### config.mk
export PLATFORM = sky130hd
export DESIGN_NAME = counter_enable_gen
export DESIGN_NICKNAME = d
export VERILOG_FILES = /design/src/rtl/counter_enable_gen.sv
export SDC_FILE = /design/constraint.sdc
export NUM_CORES = 1
export LEC_CHECK = 0
export ABC_AREA = 1
export CORE_UTILIZATION = 50
export CTS_BUF_LIST = sky130_fd_sc_hd__clkbuf_8
export DETAILED_ROUTE_END_ITERATION = 6
export PLACE_DENSITY = 0.86
export SLEW_MARGIN = 20
export SYNTH_ARGS = -nofsm -noshare
export SYNTH_HDL_FRONTEND = slang
export SYNTH_SLANG_ARGS = --single-unit
### constraint.sdc
create_clock -name clk -period 3.4 [get_ports clk]
set_clock_uncertainty 0.2 [all_clocks]
set_input_delay 0.68 -clock clk [delete_from_list [all_inputs] [get_ports clk]]
set_output_delay 0.68 -clock clk [all_outputs]
set_load 0.05 [all_outputs]
### src/rtl/counter_enable_gen.sv
// counter_enable_gen
//
// Programmable enable-pulse generator for the downstream 4-bit count stage.
// An accepted start emits a single-cycle enable pulse immediately, then one
// pulse every max(period,1) clocks, either for burst_len pulses (then a
// one-cycle done strobe) or continuously (burst_len = 0) until stop.
//
// Parameters:
//   PERIOD_WIDTH - width of period and the internal prescaler
//   BURST_WIDTH  - width of burst_len and pulse_count
//
// Ports:
//   clk         in  rising-edge clock
//   reset       in  synchronous active-high reset, highest priority
//   start       in  begin a run (accepted in IDLE or DONE when stop is low)
//   stop        in  abort a run; also vetoes a simultaneous start
//   period      in  clocks between pulses, latched on accepted start
//   burst_len   in  pulses per run, 0 = continuous, latched on accepted start
//   enable      out one-cycle pulse to the downstream counter
//   busy        out high while running
//   done        out one-cycle strobe after a burst completes normally
//   pulse_count out pulses issued in the current or last run (wraps)
//
// All outputs are registered.

module counter_enable_gen #(
    parameter int unsigned PERIOD_WIDTH = 16,
    parameter int unsigned BURST_WIDTH  = 16
) (
    input  logic                    clk,
    input  logic                    reset,
    input  logic                    start,
    input  logic                    stop,
    input  logic [PERIOD_WIDTH-1:0] period,
    input  logic [BURST_WIDTH-1:0]  burst_len,
    output logic                    enable,
    output logic                    busy,
    output logic                    done,
    output logic [BURST_WIDTH-1:0]  pulse_count
);

    typedef enum logic [1:0] {
        IDLE,
        RUN,
        DONE
    } state_t;

    state_t                  state;
    logic [PERIOD_WIDTH-1:0] period_q;
    logic [BURST_WIDTH-1:0]  burst_q;
    logic [PERIOD_WIDTH-1:0] presc;
    logic [PERIOD_WIDTH-1:0] period_eff;
    logic                    pulse_due;
    logic                    burst_end;

    // A period of 0 behaves like 1: a pulse every cycle.
    always_comb begin
        period_eff = (period_q == '0) ? PERIOD_WIDTH'(1) : period_q;
        pulse_due  = (presc >= period_eff);
        // The last pulse of a burst has already been issued; leave RUN now.
        burst_end  = (burst_q != '0) && (pulse_count == burst_q);
    end

    always_ff @(posedge clk) begin
        if (reset) begin
            state       <= IDLE;
            period_q    <= '0;
            burst_q     <= '0;
            presc       <= '0;
            enable      <= 1'b0;
            busy        <= 1'b0;
            done        <= 1'b0;
            pulse_count <= '0;
        end else begin
            case (state)
                // DONE accepts start exactly like IDLE so back-to-back runs
                // have no dead cycle.
                IDLE, DONE: begin
                    done <= 1'b0;
                    if (start && !stop) begin
                        state       <= RUN;
                        period_q    <= period;
                        burst_q     <= burst_len;
                        presc       <= PERIOD_WIDTH'(1);
                        enable      <= 1'b1;
                        busy        <= 1'b1;
                        pulse_count <= BURST_WIDTH'(1);
                    end else begin
                        state  <= IDLE;
                        enable <= 1'b0;
                        busy   <= 1'b0;
                    end
                end

                RUN: begin
                    if (stop) begin
                        // Abort: suppresses any pulse due this cycle, count holds.
                        state  <= IDLE;
                        enable <= 1'b0;
                        busy   <= 1'b0;
                        done   <= 1'b0;
                    end else if (burst_end) begin
                        state  <= DONE;
                        enable <= 1'b0;
                        busy   <= 1'b0;
                        done   <= 1'b1;
                    end else if (pulse_due) begin
                        presc       <= PERIOD_WIDTH'(1);
                        enable      <= 1'b1;
                        pulse_count <= pulse_count + BURST_WIDTH'(1);
                    end else begin
                        presc  <= presc + PERIOD_WIDTH'(1);
                        enable <= 1'b0;
                    end
                end

                default: begin
                    state  <= IDLE;
                    enable <= 1'b0;
                    busy   <= 1'b0;
                    done   <= 1'b0;
                end
            endcase
        end
    end

endmodule

Word level (Yosys, flattened, before mapping) --
Index checks and enable logic that the tools add are counted.
Word-level totals: output and inout port bits 19, input port bits 36, memories kept 0, bits in registers 69, bits in latches 0, memory bits (writable) 0, ROM bits 0
Cells by class: bitwise gates (word level) 1, multipliers 0, divide/modulo/power cells 0, equality and inequality tests 8, muxes and demuxes 22, shift operators 0, magnitude comparators 1, add/subtract/negate cells 2, reduce and logical (&&, ||, !) cells 12
Operator list (count):
- two-way mux 16 bit | 8
- case mux 16 bit (2 select lines) | 2
- adder 16 x 1 -> 16 bit, second input constant | 2
- == test 16 bit | 1
- greater-or-equal comparator 16 bit | 1
- logical NOT 16 bit | 1
- nonzero test 16 bit | 1
- != test 2 bit, second input constant | 4
- two-way mux 1 bit | 7
- AND reduction 5 bit | 1
- two-way mux 2 bit | 2
- case mux 1 bit (2 select lines) | 2
- case mux 2 bit (2 select lines) | 1
- AND reduction 4 bit | 1
- != test 3 bit, second input constant | 1
- OR reduction 3 bit | 1
- == test 2 x 1 -> 1 bit, second input constant | 1
- == test 2 bit, second input constant | 1
- logical AND 1 bit | 2
- logical NOT 2 bit | 1
- AND reduction 2 bit | 1
- nonzero test 2 bit | 1
- OR reduction 2 bit | 1
- logical NOT 1 bit | 1
- NOT 1 bit | 1

Longest topological paths before layout --
depth after elaboration 7, mapped depth 18, gate-level depth less buffers 18

Worst setup path before layout --
OpenSTA, ideal clock, no wires.
path kind reg2reg, start point register period_q[6], end point register pulse_count[4], stages on the path, launching flop included 16, period minus slack after synthesis 2.285 ns, arrival time 2.021 ns, path slack 1.115 ns, path through dfxtp_1 > inv_1 > nand4_1 > o41ai_1 > ha_1 > nand4_1 > nor2_1 > nor2_1 > nand2_1 > nand2_1 > nand2_2 > nor2_1 > inv_2 > nand2_1 > nor2_1 > nor2_1
On the way: longest elaborated chain between the ends 5
RTL lines:
- start, declared | line 49 | logic [PERIOD_WIDTH-1:0] period_q;
- start signal, assigned | line 82 | period_q <= period;
- logical NOT 16 bit | line 58 | period_eff = (period_q == '0) ? PERIOD_WIDTH'(1) : period_q;
- two-way mux 16 bit * | line 58
- greater-or-equal comparator 16 bit * | line 59 | pulse_due = (presc >= period_eff);
- != test 2 bit (no source line) *
- AND reduction 5 bit (no source line) *
- end signal, assigned | line 110 | pulse_count <= pulse_count + BURST_WIDTH'(1);
- end, declared | line 39 | output logic [BURST_WIDTH-1:0] pulse_count
Every way passes the cells marked *; elsewhere a longest branch is shown, timed or not. A chain may end at the register's enable or synchronous reset.

Worst setup path after layout --
start point register period_q[4], end point register pulse_count[4]
The elaborated chain is that of the path after synthesis.

==> metrics.md <==
| Metric | Value |
|---|---|
| Reg-to-Reg Start | `period_q[4]$_SDFFE_PP0P_` |
| Routed Antenna Nets | `0` |
| Final Max Slew Viols | `0` |
| Met1 wire length | `4720 um` |
| Hold Vio Cnt, Final | `0` |
| CTS tree | `yes` |
| Hold Path End | `period_q[0]$_SDFFE_PP0P_` |
| Highest clock rate | `0.362 GHz` |
| Ys Warns | `0` |
| Sink Count | `68` |
| Setup TNS | `0 ns` |
| DRT Wirelength | `10300 um` |
| Relative slew slack | `0.528` |
| Max Used Layer | `met4` |
| Worst-path fanout max | `15` |
| Fin nets | `725` |
| Die Ht | `92.4 um` |
| Worst r2r path cells | `15` |
| # resized after CTS | `0` |
| Initial core utilization | `0.523` |
| Flop2flop setup slack | `0.63 ns` |
| Initial DRC Count | `286` |
| Multi-input logic area | `2280 sq um` |
| Leak Pwr | `2.02 nW` |
| #FFs+latches synth | `68` |
| Via/cell ratio | `5.31` |
| Layout area overhead | `17.8%` |
| Worst slew pin tran | `0.707 ns` |
| Post-DP HPWL | `7560 um` |
| Number of global-route vias before repair | `3843` |
| Hold wc startpoint | `period_q[0]$_SDFFE_PP0P_` |
| PwrDens | `367 nW/um^2` |
| Cts bufs inserted | `9` |
| Sequential Area | `1360 sq um` |
| RSZ-0062 raised after global routing | `no` |
| Via count | `4113` |
| Worst setup path class | `flip-flop to flip-flop` |
| I/O Pins | `55` |
| CTS Hold Bufs | `0` |
| CP startpoint kind | `flip-flop` |
| Min-Delay Path Class | `flip-flop to flip-flop` |
| Hold_ws | `0.284 ns` |
| Global-route usage over all layers | `0.254` |
| Post-Synthesis Cell Area | `4090 sq um` |
| Cell Rows | `32` |
| # Post-CTS Setup Buffers | `0` |
| Hold-critical path depth | `2` |
| Core area | `7810 sq um` |
| Clock buffer depth | `2` |
| Sequential fraction of the synthesis area | `0.333` |
| Largest net degree at the start of global routing | `73` |
| MaxCap Viol Count | `0` |
| Initial antenna violation count | `0` |
| Share of cells above drive strength 1 | `0.0640` |
| Capturing point of the worst reg2reg path | `pulse_count[4]$_SDFFE_PP0P_` |
| Synth Area per Inst | `6.52 sq um` |
| Final period utilization | `0.813` |
| Post-Syn Nets | `681` |
| WL/cell | `13.3 um` |
| Fin crit period | `2.77 ns` |
| H-tree depth | `3` |
| Antenna diodes | `0` |
| IO Port Bufs | `54` |
| CP Data Required Time | `3.49 ns` |
| Die X | `92.4 um` |
| Die area | `8540 sq um` |
| Crit path capture type | `flip-flop` |
| Final Core Density | `0.617` |
| Status | `completed` |
| Worst Path Arrival | `2.85 ns` |
| DRT Pass-1 Iters | `5` |
| Clock Latency Late Sink | `0.34 ns` |
| DR WL met3 | `688 um` |
| DRC | `0` |
| Peak supply drop | `0.000210 V` |
| Post-Syn Instances | `627` |
| Worst-path clk slew | `0.07 ns` |
| First-pass GRT wire length | `17300 um` |
| Final global-route overflow total | `0` |
| Clock root buffer | `clkbuf_8` |
| Fillers | `729` |
| Met2 WL post-DR | `4730 um` |
| Placer Congestion | `0.917` |
| Post-synth cell types | `32` |
| Final Setup Violations | `0` |
state kept, by name (all words and copies together), names as in the netlist:
name         count
done             1
pulse_count     16
burst_q         16
state            2
period_q        16
enable           1
presc           16
cells in the mapped netlist, drive strengths merged:
cell type / instances / share of area
a22oi: 1 / 0.0031
nand3b: 1 / 0.0018
buf: 8 / 0.015
o41ai: 1 / 0.0021
ha: 18 / 0.055
a31o: 1 / 0.0021
a21oi: 61 / 0.076
inv: 85 / 0.078
dfxtp: 68 / 0.33
o21ai: 41 / 0.050
nand2: 151 / 0.14
nor3: 16 / 0.021
o211a: 1 / 0.0024
nand4: 13 / 0.020
xor2: 15 / 0.032
clkbuf: 16 / 0.015
nand3: 52 / 0.071
xnor2: 3 / 0.0064
nor2: 75 / 0.073
cell type report:
type,count,share of cell area
clock inverters,2,0.00156
clock buffers,10,0.0286
multi-input cells,450,0.475
well taps,102,0.0265
inverters,85,0.0663
repair buffers,57,0.120
flip-flops and latches,68,0.283
cell families after synthesis:
| group | after synthesis | synth area share |
|---|---|---|
| and+or+nand+nor | 308 | 0.330 |
| AOI/OAI and AO/OA | 106 | 0.136 |
| buffers and inverters | 109 | 0.108 |
| adders and majority gates | 18 | 0.0551 |
| xor gates and xnor gates | 18 | 0.0386 |
| DFF | 68 | 0.333 |
per-layer routing:
layer,global-route usage,up-vias
li1,-,2095
met1,0.338,1844
met2,0.408,155
met3,0.0394,19
met4,0.104,0
met5,0,-
power by group:
group | switching, W | internal, W | leakage (nW)
Clock | 0.000283 | 0.000263 | 0.0826
Sequential | 0.0000302 | 0.000835 | 0.556
Combinational | 0.000221 | 0.000135 | 1.38
Total | 0.000533 | 0.00123 | 2.02
critical path, stage by stage, from the launching register on:
cell,delay [ns]
dfxtp_1,0.30
inv_1,0.10
nand4_1,0.10
o41ai_1,0.40
ha_1,0.30
nand4_1,0.09
nor2_1,0.05
nor2_1,0.09
nand2_1,0.06
nand2_1,0.06
nand2_2,0.19
nor2_1,0.38
inv_2,0.09
nand2_1,0.14
nor2_1,0.06
nor2_1,0.09
cells in the final DEF (no fill, tap or decap):
cell             synthesis  final
nand3_1                 49     49
a31o_2                   1      1
a21oi_1                 60     60
ha_1                    18     18
inv_1                   71     72
inv_2                   14     15
xor2_1                  15     15
nand2_2                  1      1
clkbuf_8                 0     10
dfxtp_1                 68     68
nand3b_1                 1      1
o211a_1                  1      1
nand3_2                  1      1
nand2_1                148    148
nor3_1                  15     15
xnor2_1                  3      3
clkdlybuf4s50_1          0     54
a22oi_2                  1      1
buf_12                   0      1
nor2_4                   1      1
nand3_4                  2      2
o21ai_0                 39     39
buf_4                    2      2
nand4_1                 13     13
nor2_2                   4      4
nor3_2                   1      1
o21ai_1                  2      2
nor2_1                  70     70
a21oi_2                  1      1
o41ai_1                  1      1
nand2_4                  2      2
how the worst max path moves through the flow:
stage / startpoint / to / slack, ns / cells after the start
6_report: period_q[4]$_SDFFE_PP0P_ / pulse_count[4]$_SDFFE_PP0P_ / 0.63 / 15
5_1_grt: period_q[6]$_SDFFE_PP0P_ / pulse_count[13]$_SDFFE_PP0P_ / 0.26 / 15
4_1_cts: period_q[4]$_SDFFE_PP0P_ / pulse_count[0]$_SDFFE_PP0P_ / 0.64 / 15
3_5_place_dp: period_q[4]$_SDFFE_PP0P_ / pulse_count[0]$_SDFFE_PP0P_ / 0.70 / 15
3_3_place_gp: reset / period_q[15]$_SDFFE_PP0P_ / 0.53 / 4
2_1_floorplan: period_q[6]$_SDFFE_PP0P_ / pulse_count[4]$_SDFFE_PP0P_ / 1.12 / 15
metrics by stage:
stage                     total power, W  instances  setup WS, ns  instance area, sq um
after global routing             0.00185        774         0.256                  4810
after detailed placement         0.00123        762         0.703                  4670
after floorplan                  0.00112        627          1.12                  4090
after CTS                        0.00177        774         0.640                  4810
final                            0.00177        774         0.634                  4810
after global placement           0.00122        762         0.528                  4670
No activity file was read; power rests on OpenSTA's default activity.
